File: config.mk
export PLATFORM = sky130hd
export DESIGN_NAME = equeue_int_flat
export DESIGN_NICKNAME = d
export VERILOG_FILES = /design/src/rtl/cpu_pkg.sv /design/src/rtl/equeue_int_if.sv /design/src/rtl/equeue_int_entry.sv /design/src/rtl/equeue_int.sv /design/src/flat_wrapper.sv
export SDC_FILE = /design/constraint.sdc
export NUM_CORES = 1
export LEC_CHECK = 0
export ABC_AREA = 1
export CORE_MARGIN = 2
export CORE_UTILIZATION = 31
export CTS_BUF_LIST = sky130_fd_sc_hd__clkbuf_8
export DETAILED_ROUTE_END_ITERATION = 10
export PLACE_DENSITY_LB_ADDON = 0.05
export SKIP_LAST_GASP = 1
export SLEW_MARGIN = 20
export SYNTH_ARGS = -nofsm -noshare
export SYNTH_HDL_FRONTEND = slang
export SYNTH_HIERARCHICAL = 1
export SYNTH_SLANG_ARGS = --single-unit
File: constraint.sdc
create_clock -name clk -period 3 [get_ports clk]
set_input_delay 0.9 -clock clk [delete_from_list [all_inputs] [get_ports clk]]
set_output_delay 0.9 -clock clk [all_outputs]
set_load 0.005 [all_outputs]
File: src/rtl/cpu_pkg.sv
// Shared core definitions: datapath widths, integer opcodes and the issue-queue
// entry layout used by the integer, load/store, multiply and divide queues.
package cpu_pkg;

    localparam int W_TAG  = 6;
    localparam int W_DATA = 32;
    localparam int W_OP   = 3;

    localparam logic [W_OP-1:0] OP_ADD = 3'b000;
    localparam logic [W_OP-1:0] OP_SUB = 3'b001;
    localparam logic [W_OP-1:0] OP_AND = 3'b010;
    localparam logic [W_OP-1:0] OP_OR  = 3'b011;
    localparam logic [W_OP-1:0] OP_SLT = 3'b100;

    typedef struct packed {
        logic              valid;
        logic [W_OP-1:0]   opcode;
        logic [W_TAG-1:0]  rdtag;
        logic [W_TAG-1:0]  rstag;
        logic [W_TAG-1:0]  rttag;
        logic [W_DATA-1:0] rsdata;
        logic [W_DATA-1:0] rtdata;
        logic              rsvalid;
        logic              rtvalid;
    } iq_entry_t;

endpackage

File: src/rtl/equeue_int_if.sv
// Dispatch, CDB and issue signals of the integer issue queue.
// slave is the queue side, master is the surrounding pipeline.
interface equeue_int_if;
    import cpu_pkg::*;

    logic [W_OP-1:0]   dispatch_opcode;
    logic              dispatch_en;
    logic              dispatch_ready;
    logic [W_TAG-1:0]  dispatch_rdtag;
    logic [W_TAG-1:0]  dispatch_rstag;
    logic [W_TAG-1:0]  dispatch_rttag;
    logic [W_DATA-1:0] dispatch_rsdata;
    logic [W_DATA-1:0] dispatch_rtdata;
    logic              dispatch_rsvalid;
    logic              dispatch_rtvalid;
    logic [W_TAG-1:0]  cdb_tag;
    logic              cdb_valid;
    logic [W_DATA-1:0] cdb_data;
    logic [W_OP-1:0]   issueint_opcode;
    logic [W_TAG-1:0]  issueint_rdtag;
    logic [W_DATA-1:0] issueint_rsdata;
    logic [W_DATA-1:0] issueint_rtdata;
    logic              issueint_ready;
    logic              issueint_done;

    modport slave (
        input  dispatch_opcode, dispatch_en, dispatch_rdtag, dispatch_rstag,
               dispatch_rttag, dispatch_rsdata, dispatch_rtdata,
               dispatch_rsvalid, dispatch_rtvalid,
               cdb_tag, cdb_valid, cdb_data, issueint_done,
        output dispatch_ready, issueint_opcode, issueint_rdtag,
               issueint_rsdata, issueint_rtdata, issueint_ready
    );

    modport master (
        output dispatch_opcode, dispatch_en, dispatch_rdtag, dispatch_rstag,
               dispatch_rttag, dispatch_rsdata, dispatch_rtdata,
               dispatch_rsvalid, dispatch_rtvalid,
               cdb_tag, cdb_valid, cdb_data, issueint_done,
        input  dispatch_ready, issueint_opcode, issueint_rdtag,
               issueint_rsdata, issueint_rtdata, issueint_ready
    );

endinterface

File: src/rtl/equeue_int_entry.sv
// One issue-queue slot: selects its next contents (dispatch, upper neighbour,
// clear or hold) and applies CDB wakeup to whatever it is about to hold.
module equeue_int_entry
    import cpu_pkg::*;
(
    input  logic              clk,
    input  logic              reset,
    input  logic              load_disp,
    input  logic              load_up,
    input  logic              clear,
    input  iq_entry_t         disp_in,
    input  iq_entry_t         up_in,
    input  logic              cdb_valid,
    input  logic [W_TAG-1:0]  cdb_tag,
    input  logic [W_DATA-1:0] cdb_data,
    output iq_entry_t         ent_q
);

    iq_entry_t base_s;
    iq_entry_t ent_d;

    // Source of the slot's next contents
    always_comb begin
        base_s = ent_q;
        if (load_disp) begin
            base_s = disp_in;
        end else if (load_up) begin
            base_s = up_in;
        end else if (clear) begin
            base_s = '0;
        end else begin
            base_s = ent_q;
        end
    end

    // Wakeup is applied after the move, so shifted and freshly dispatched entries never miss a broadcast
    always_comb begin
        ent_d = base_s;
        if (base_s.valid && cdb_valid && !base_s.rsvalid && (base_s.rstag == cdb_tag)) begin
            ent_d.rsdata  = cdb_data;
            ent_d.rsvalid = 1'b1;
        end else begin
            ent_d.rsvalid = base_s.rsvalid;
        end
        if (base_s.valid && cdb_valid && !base_s.rtvalid && (base_s.rttag == cdb_tag)) begin
            ent_d.rtdata  = cdb_data;
            ent_d.rtvalid = 1'b1;
        end else begin
            ent_d.rtvalid = base_s.rtvalid;
        end
    end

    // Slot register
    always_ff @(posedge clk or posedge reset) begin
        if (reset) begin
            ent_q <= '0;
        end else begin
            ent_q <= ent_d;
        end
    end

endmodule

File: src/rtl/equeue_int.sv
// Integer-ALU reservation station: collapsing queue, oldest-ready-first select,
// CDB wakeup and same-cycle dispatch forwarding.
module equeue_int
    import cpu_pkg::*;
#(
    parameter int DEPTH = 4
) (
    input  logic         clk,
    input  logic         reset,
    equeue_int_if.slave  bus
);

    localparam int IDX_W = $clog2(DEPTH);
    localparam int CNT_W = IDX_W + 1;

    logic [CNT_W-1:0] count_q;
    logic [CNT_W-1:0] count_d;
    iq_entry_t        ent_s  [DEPTH];
    iq_entry_t        up_s   [DEPTH];
    iq_entry_t        disp_s;
    logic [DEPTH-1:0] load_disp_s;
    logic [DEPTH-1:0] load_up_s;
    logic [DEPTH-1:0] clear_s;
    logic             found_s;
    logic [IDX_W-1:0] sel_s;
    logic             wr_s;
    logic             rm_s;

    assign bus.dispatch_ready = (count_q < CNT_W'(DEPTH));
    assign wr_s = bus.dispatch_en & bus.dispatch_ready;
    assign rm_s = bus.issueint_done & found_s;

    // Dispatch payload as a queue entry
    always_comb begin
        disp_s         = '0;
        disp_s.valid   = 1'b1;
        disp_s.opcode  = bus.dispatch_opcode;
        disp_s.rdtag   = bus.dispatch_rdtag;
        disp_s.rstag   = bus.dispatch_rstag;
        disp_s.rttag   = bus.dispatch_rttag;
        disp_s.rsdata  = bus.dispatch_rsdata;
        disp_s.rtdata  = bus.dispatch_rtdata;
        disp_s.rsvalid = bus.dispatch_rsvalid;
        disp_s.rtvalid = bus.dispatch_rtvalid;
    end

    // Oldest fully-ready entry; scanning downwards lets the lowest index win
    always_comb begin
        found_s = 1'b0;
        sel_s   = '0;
        for (int i = DEPTH - 1; i >= 0; i--) begin
            if (ent_s[i].valid && ent_s[i].rsvalid && ent_s[i].rtvalid) begin
                found_s = 1'b1;
                sel_s   = IDX_W'(i);
            end else begin
                found_s = found_s;
            end
        end
    end

    // Issue outputs are zeroed whenever nothing is presented
    always_comb begin
        if (found_s) begin
            bus.issueint_ready  = 1'b1;
            bus.issueint_opcode = ent_s[sel_s].opcode;
            bus.issueint_rdtag  = ent_s[sel_s].rdtag;
            bus.issueint_rsdata = ent_s[sel_s].rsdata;
            bus.issueint_rtdata = ent_s[sel_s].rtdata;
        end else begin
            bus.issueint_ready  = 1'b0;
            bus.issueint_opcode = '0;
            bus.issueint_rdtag  = '0;
            bus.issueint_rsdata = '0;
            bus.issueint_rtdata = '0;
        end
    end

    // Per-slot move control: above the removed slot everything shifts down, the write lands at the tail
    always_comb begin
        int cnt_i;
        int sel_i;
        cnt_i       = int'(count_q);
        sel_i       = int'(sel_s);
        load_disp_s = '0;
        load_up_s   = '0;
        clear_s     = '0;
        for (int i = 0; i < DEPTH; i++) begin
            if (rm_s && (i >= sel_i)) begin
                if (wr_s && (i == cnt_i - 1)) begin
                    load_disp_s[i] = 1'b1;
                end else if (i < cnt_i - 1) begin
                    load_up_s[i] = 1'b1;
                end else begin
                    clear_s[i] = 1'b1;
                end
            end else begin
                if (wr_s && (i == cnt_i)) begin
                    load_disp_s[i] = 1'b1;
                end else begin
                    load_disp_s[i] = 1'b0;
                end
            end
        end
    end

    // Occupancy update
    always_comb begin
        case ({wr_s, rm_s})
            2'b10:   count_d = count_q + CNT_W'(1);
            2'b01:   count_d = count_q - CNT_W'(1);
            default: count_d = count_q;
        endcase
    end

    // Occupancy register
    always_ff @(posedge clk or posedge reset) begin
        if (reset) begin
            count_q <= '0;
        end else begin
            count_q <= count_d;
        end
    end

    for (genvar g = 0; g < DEPTH; g++) begin : gen_ent
        if (g < DEPTH - 1) begin : gen_up
            assign up_s[g] = ent_s[g+1];
        end else begin : gen_top
            assign up_s[g] = '0;
        end

        equeue_int_entry u_entry (
            .clk       (clk),
            .reset     (reset),
            .load_disp (load_disp_s[g]),
            .load_up   (load_up_s[g]),
            .clear     (clear_s[g]),
            .disp_in   (disp_s),
            .up_in     (up_s[g]),
            .cdb_valid (bus.cdb_valid),
            .cdb_tag   (bus.cdb_tag),
            .cdb_data  (bus.cdb_data),
            .ent_q     (ent_s[g])
        );
    end

endmodule

File: src/flat_wrapper.sv
// flat-port wrapper written by rule: the top's interface ports become plain ports
module equeue_int_flat import cpu_pkg::*;
#(
    parameter int DEPTH = 4
)
  (clk, reset, bus_dispatch_opcode, bus_dispatch_en, bus_dispatch_rdtag, bus_dispatch_rstag, bus_dispatch_rttag, bus_dispatch_rsdata, bus_dispatch_rtdata, bus_dispatch_rsvalid, bus_dispatch_rtvalid, bus_cdb_tag, bus_cdb_valid, bus_cdb_data, bus_issueint_done, bus_dispatch_ready, bus_issueint_opcode, bus_issueint_rdtag, bus_issueint_rsdata, bus_issueint_rtdata, bus_issueint_ready);
  equeue_int_if bus_i ();
  input  logic clk;
  input  logic reset;
  input wire logic [$bits(bus_i.dispatch_opcode)-1:0] bus_dispatch_opcode;
  input wire logic [$bits(bus_i.dispatch_en)-1:0] bus_dispatch_en;
  input wire logic [$bits(bus_i.dispatch_rdtag)-1:0] bus_dispatch_rdtag;
  input wire logic [$bits(bus_i.dispatch_rstag)-1:0] bus_dispatch_rstag;
  input wire logic [$bits(bus_i.dispatch_rttag)-1:0] bus_dispatch_rttag;
  input wire logic [$bits(bus_i.dispatch_rsdata)-1:0] bus_dispatch_rsdata;
  input wire logic [$bits(bus_i.dispatch_rtdata)-1:0] bus_dispatch_rtdata;
  input wire logic [$bits(bus_i.dispatch_rsvalid)-1:0] bus_dispatch_rsvalid;
  input wire logic [$bits(bus_i.dispatch_rtvalid)-1:0] bus_dispatch_rtvalid;
  input wire logic [$bits(bus_i.cdb_tag)-1:0] bus_cdb_tag;
  input wire logic [$bits(bus_i.cdb_valid)-1:0] bus_cdb_valid;
  input wire logic [$bits(bus_i.cdb_data)-1:0] bus_cdb_data;
  input wire logic [$bits(bus_i.issueint_done)-1:0] bus_issueint_done;
  output wire logic [$bits(bus_i.dispatch_ready)-1:0] bus_dispatch_ready;
  output wire logic [$bits(bus_i.issueint_opcode)-1:0] bus_issueint_opcode;
  output wire logic [$bits(bus_i.issueint_rdtag)-1:0] bus_issueint_rdtag;
  output wire logic [$bits(bus_i.issueint_rsdata)-1:0] bus_issueint_rsdata;
  output wire logic [$bits(bus_i.issueint_rtdata)-1:0] bus_issueint_rtdata;
  output wire logic [$bits(bus_i.issueint_ready)-1:0] bus_issueint_ready;
  assign bus_i.dispatch_opcode = bus_dispatch_opcode;
  assign bus_i.dispatch_en = bus_dispatch_en;
  assign bus_i.dispatch_rdtag = bus_dispatch_rdtag;
  assign bus_i.dispatch_rstag = bus_dispatch_rstag;
  assign bus_i.dispatch_rttag = bus_dispatch_rttag;
  assign bus_i.dispatch_rsdata = bus_dispatch_rsdata;
  assign bus_i.dispatch_rtdata = bus_dispatch_rtdata;
  assign bus_i.dispatch_rsvalid = bus_dispatch_rsvalid;
  assign bus_i.dispatch_rtvalid = bus_dispatch_rtvalid;
  assign bus_i.cdb_tag = bus_cdb_tag;
  assign bus_i.cdb_valid = bus_cdb_valid;
  assign bus_i.cdb_data = bus_cdb_data;
  assign bus_i.issueint_done = bus_issueint_done;
  assign bus_dispatch_ready = bus_i.dispatch_ready;
  assign bus_issueint_opcode = bus_i.issueint_opcode;
  assign bus_issueint_rdtag = bus_i.issueint_rdtag;
  assign bus_issueint_rsdata = bus_i.issueint_rsdata;
  assign bus_issueint_rtdata = bus_i.issueint_rtdata;
  assign bus_issueint_ready = bus_i.issueint_ready;
  equeue_int #(.DEPTH(DEPTH)) u_core (.clk(clk), .reset(reset), .bus(bus_i));
endmodule
==> results.txt <==
- Sequential element share of the synthesized area: between 30% and 40%
- Type of the worst setup path: register to primary output
- Number of vias in the routed layout: just over 30k
- After global routing the overflow that remains totals 0.
* Stage delay of the slowest cell on the critical path: approximately 0.37 ns
- For this run, asynchronously set or reset flops after synthesis account for between 90% and 100%.
- Minimum clock period after layout: 3.44 ns
* Post-detailed-route count of antenna-violating nets: 0
- Class of the tightest hold or removal check: register to register
- The run finished, with violations left.
- Simple-Gate Fraction of Synth Area: approximately two fifths
- Clock slew at reported path FFs: roughly 0.060 ns
* Clock latency reported for the late side of the worst-skew pair: 0.69 ns
- In the global route stage, met2 resource usage came out at between 40 and 50%.
* Relative slew slack: approximately 40%
- # nets final: about 4.7k
- Setup violations remaining at the end of the flow were counted as 340.
- Pin count of the biggest net entering global routing: 73
- Final hold violations: 0
- Yosys mapped a number of flops with a built-in enable equal to 0.
* GR Layer Usage met3: 5.04%
- Pwr dens: 281 nW/um^2
- CTS built an H-tree with a depth of 3.
* Hold Worst Slack: 0.479 ns
- The tree is rooted in a clkbuf_8.
- From left edge to right edge, the die measures between 200 and 300 um.
- The signal on the critical path passes through inv_1 > nor2_4 > nand2_4 > nand2_8 > buf_12 > buf_12 > nand2_8 > buf_12 > buf_6 > nand2_2 > nand3_2 > a21oi_2 > buf_6 > buf_6.
* Aggregate global-route resource usage: between 20 and 30%
* Summed negative setup slack over all endpoints: -89.81 ns
- Ratio of final minimum period to clock period: 115%
- Number of synthesis warnings: 6
- Overall die area: ~88000 sq um
- Average footprint of a synthesized cell: 6.76 sq um
* CP Capture Type: primary output
- Final WS setup: -0.443 ns
- Tightest Pin Transition: 0.891 ns
- Setup repair after global routing could not meet its margin everywhere.
- In this run the standard cell core region covers between 80000 and 90000 sq um.
* Number of flip-flops and latches in the synthesized netlist: ~360
* Mux contribution to synthesized area: 0%
- RePlAce Congestion: around 0.86
* Dominant combinational cell family by area after synthesis: simple AND/OR/NAND/NOR gates
- Fin Clk Skew: around 0.029 ns
* Count of mapped cells out of synthesis: ~3.9k
* VDD IR-drop max: approximately 0.25 mV
* Synth Area in Compound Gates: around 15%
- Final non-filler cell area: just under 40000 sq um
- Sort of element at the start of the critical path: register
* Number of max-capacitance violations reported: 0
- For this run, design rule violations remaining after detail routing come to 0.
- The first global-routing pass estimated around 200000 um of wire.
* Die Span Y: slightly below 300 um
- After Yosys synthesis, full adders, half adders and majority gates account for less than 1% of the synthesized area.
- At the worst endpoint, the required time is between 2 and 2.5 ns.
- Max Clk Rate: 290 MHz
* Worst setup slack before clock tree synthesis: -0.774 ns
- # port buffers: about 200
- Number of buffers created by CTS: 75
- The final reports fail on setup timing.
- The max-slew violation count was 0.
- Post-Synth XOR/XNOR Area: less than 1%
- Summed over all layers, the routed wires come to approximately 140000 um.
* Data arrival time at the worst-slack endpoint: around 2.5 ns
* Initial cell density of the core: 31.2%
- Leakage: between 15 and 20 nW
- Global Route met1 Usage: between 40% and 50%
* Clock tree sinks: between 300 and 400
* Detailed placer's ending HPWL: 86600 um
* Most used DFF post-synth: dfrtp_1
- The cell area that synthesis handed to floorplanning was 26500 sq um.
- The first routing iteration left between 3k and 4k violations.
* Slowest cell on the critical path: dfrtp_1
* Final standard cell count with taps included and fillers excluded: around 5.7k
* Drt via density: 5.28
- Bufs and invs on worst path: 7
* Maximum clock path buffer count: 3
- Yosys mapped the design onto 34 distinct sky130hd cell types.
* Family with the most delay on the worst path: buffers and inverters
- The first TritonRoute pass finished after 6 iterations.
- The post-route netlist has between 20 and 30% of its cells at a drive strength greater than 1.
* Via count of the first global-routing pass: 28.7k
* Rows: between 100 and 150
- After global routing, the most crowded layer is met2.
- Cells fill 45.3% of the core in the end.
* Overall power consumption: 10.8 mW
* Critical Path Fanout Max: 4
- ~210 I/O pins were placed.
- Antenna violations before repair: 5
- TritonCTS clock tree: built
- Area added between synthesis and finish: 45.2%
- Area after DPL: 32500 sq um
- Including well taps, the total number of placed cells is between 5k and 6k.
* Routed wirelength normalized by instance count: 24.4 um
## flip-flops by register name, summed over array words and instances (netlist names)
| signal | flops |
|---|---|
| u_core/gen_ent.u_entry/ent_q | 352 |
| u_core/count_q | 3 |
## worst paths after layout
kind | startpoint | end | slack [ns] | cells past startpoint
max | u_core/gen_ent[3].u_entry/ent_q[0]$_DFF_PP0_ | bus_issueint_rsdata[20] | -0.44 | 14
min | u_core/gen_ent[0].u_entry/ent_q[84]$_DFFE_PP0P_ | u_core/gen_ent[0].u_entry/ent_q[84]$_DFFE_PP0P_ | 0.48 | 2
max reg2reg | u_core/gen_ent[3].u_entry/ent_q[0]$_DFF_PP0_ | u_core/gen_ent[0].u_entry/ent_q[2]$_DFFE_PP0P_ | -0.40 | 26
min reg2reg | u_core/gen_ent[0].u_entry/ent_q[84]$_DFFE_PP0P_ | u_core/gen_ent[0].u_entry/ent_q[84]$_DFFE_PP0P_ | 0.48 | 2
max in group asynchronous | reset | u_core/gen_ent[2].u_entry/ent_q[6]$_DFFE_PP0P_ | 1.50 | 3
min in group asynchronous | reset | u_core/count_q[2]$_DFFE_PP0P_ | 0.81 | 2
## worst reg2reg max path, cell delays in order (launching register included)
cell and delay (ns):
dfrtp_1 0.37, inv_1 0.08, nor2_4 0.13, nand2_4 0.08, nand2_8 0.10, buf_12 0.14
buf_12 0.13, nand2_8 0.07, buf_8 0.16, nand2_4 0.09, nor2_4 0.05, buf_6 0.11
o21ai_4 0.25, buf_6 0.21, buf_12 0.12, buf_6 0.11, nand2_2 0.05, nand2_2 0.09
nor2_4 0.05, nand2_1 0.08, inv_2 0.04, nand3_4 0.14, clkinv_8 0.13, nand2_8 0.19
buf_16 0.20, nand3_1 0.07, nand2_1 0.10
## cell usage in the layout (no fill, tap or decap), types with 119 or more instances in the layout
cell             synthesis  routed
a22oi_1                164     164
inv_1                  391     406
nand3_2                 49     178
a22o_1                 128     128
buf_4                   37     254
clkdlybuf4s50_1          0     131
nand3_1                762     618
nand2_1               1352    1232
o21bai_1               128     126
dfrtp_1                355     355
buf_12                   0     119
## synth_stat cells (5+ instances only)
cell type / number / area [sq um]
a21oi_1: 126 / 631
a22o_1: 128 / 1120
a22oi_1: 164 / 1230
buf_1: 20 / 75.1
buf_2: 77 / 385
buf_4: 37 / 278
buf_6: 58 / 653
clkbuf_1: 106 / 398
dfrtp_1: 355 / 8880
ha_1: 8 / 100
inv_1: 391 / 1470
inv_2: 23 / 86.3
nand2_1: 1352 / 5070
nand2_2: 7 / 43.8
nand3_1: 762 / 3810
nand3_2: 49 / 490
nand4_1: 5 / 31.3
nor2_1: 43 / 161
nor2_4: 16 / 180
o21bai_1: 128 / 961
or2_1: 36 / 225
or2_2: 9 / 56.3
## routing by layer
layer / vias to the layer above / part of all wire [%] / wire length (um)
met5: - / 0.037 / 51
met4: 8 / 3.6 / 5030
met3: 264 / 7.5 / 10400
met2: 1284 / 46 / 64200
met1: 14624 / 43 / 59900
li1: 13986 / - / -
## final cells by class
cell class | count | area [sq um]
Inverter | 414 | 1630
Clock inverter | 39 | 174
Tap cell | 1144 | 1430
Sequential cell | 355 | 8880
Multi-Input combinational cell | 2949 | 16600
Timing Repair inverter | 1 | 7.51
Antenna cell | 1 | 2.50
Timing Repair Buffer | 716 | 8580
Fill cell | 8769 | 46500
Clock buffer | 92 | 1270
## power by group
part	internal, mW	switching, mW	total [mW]
Clock	2.76	2.51	5.27
Sequential	4.79	0	4.79
Combinational	0.262	0.520	0.782
## logic make-up after synthesis
group	count (synthesis)
AND/OR/NAND/NOR	2293
buffers and inverters	712
AO/OA/AOI/OAI	552
flip-flops	355
adder cells (fa/ha/maj)	9
XOR/XNOR	2
other	2
## repair_timing
item | 4_1_cts | 5_1_grt
resized for setup | 567 | 302
setup endpoints to repair | 346 | 365
hold buffers | 0 | 0
setup buffers | 71 | 51
pin swaps | 147 | 143
gates cloned | 26 | 35
Power figures use the tool's default switching activity.
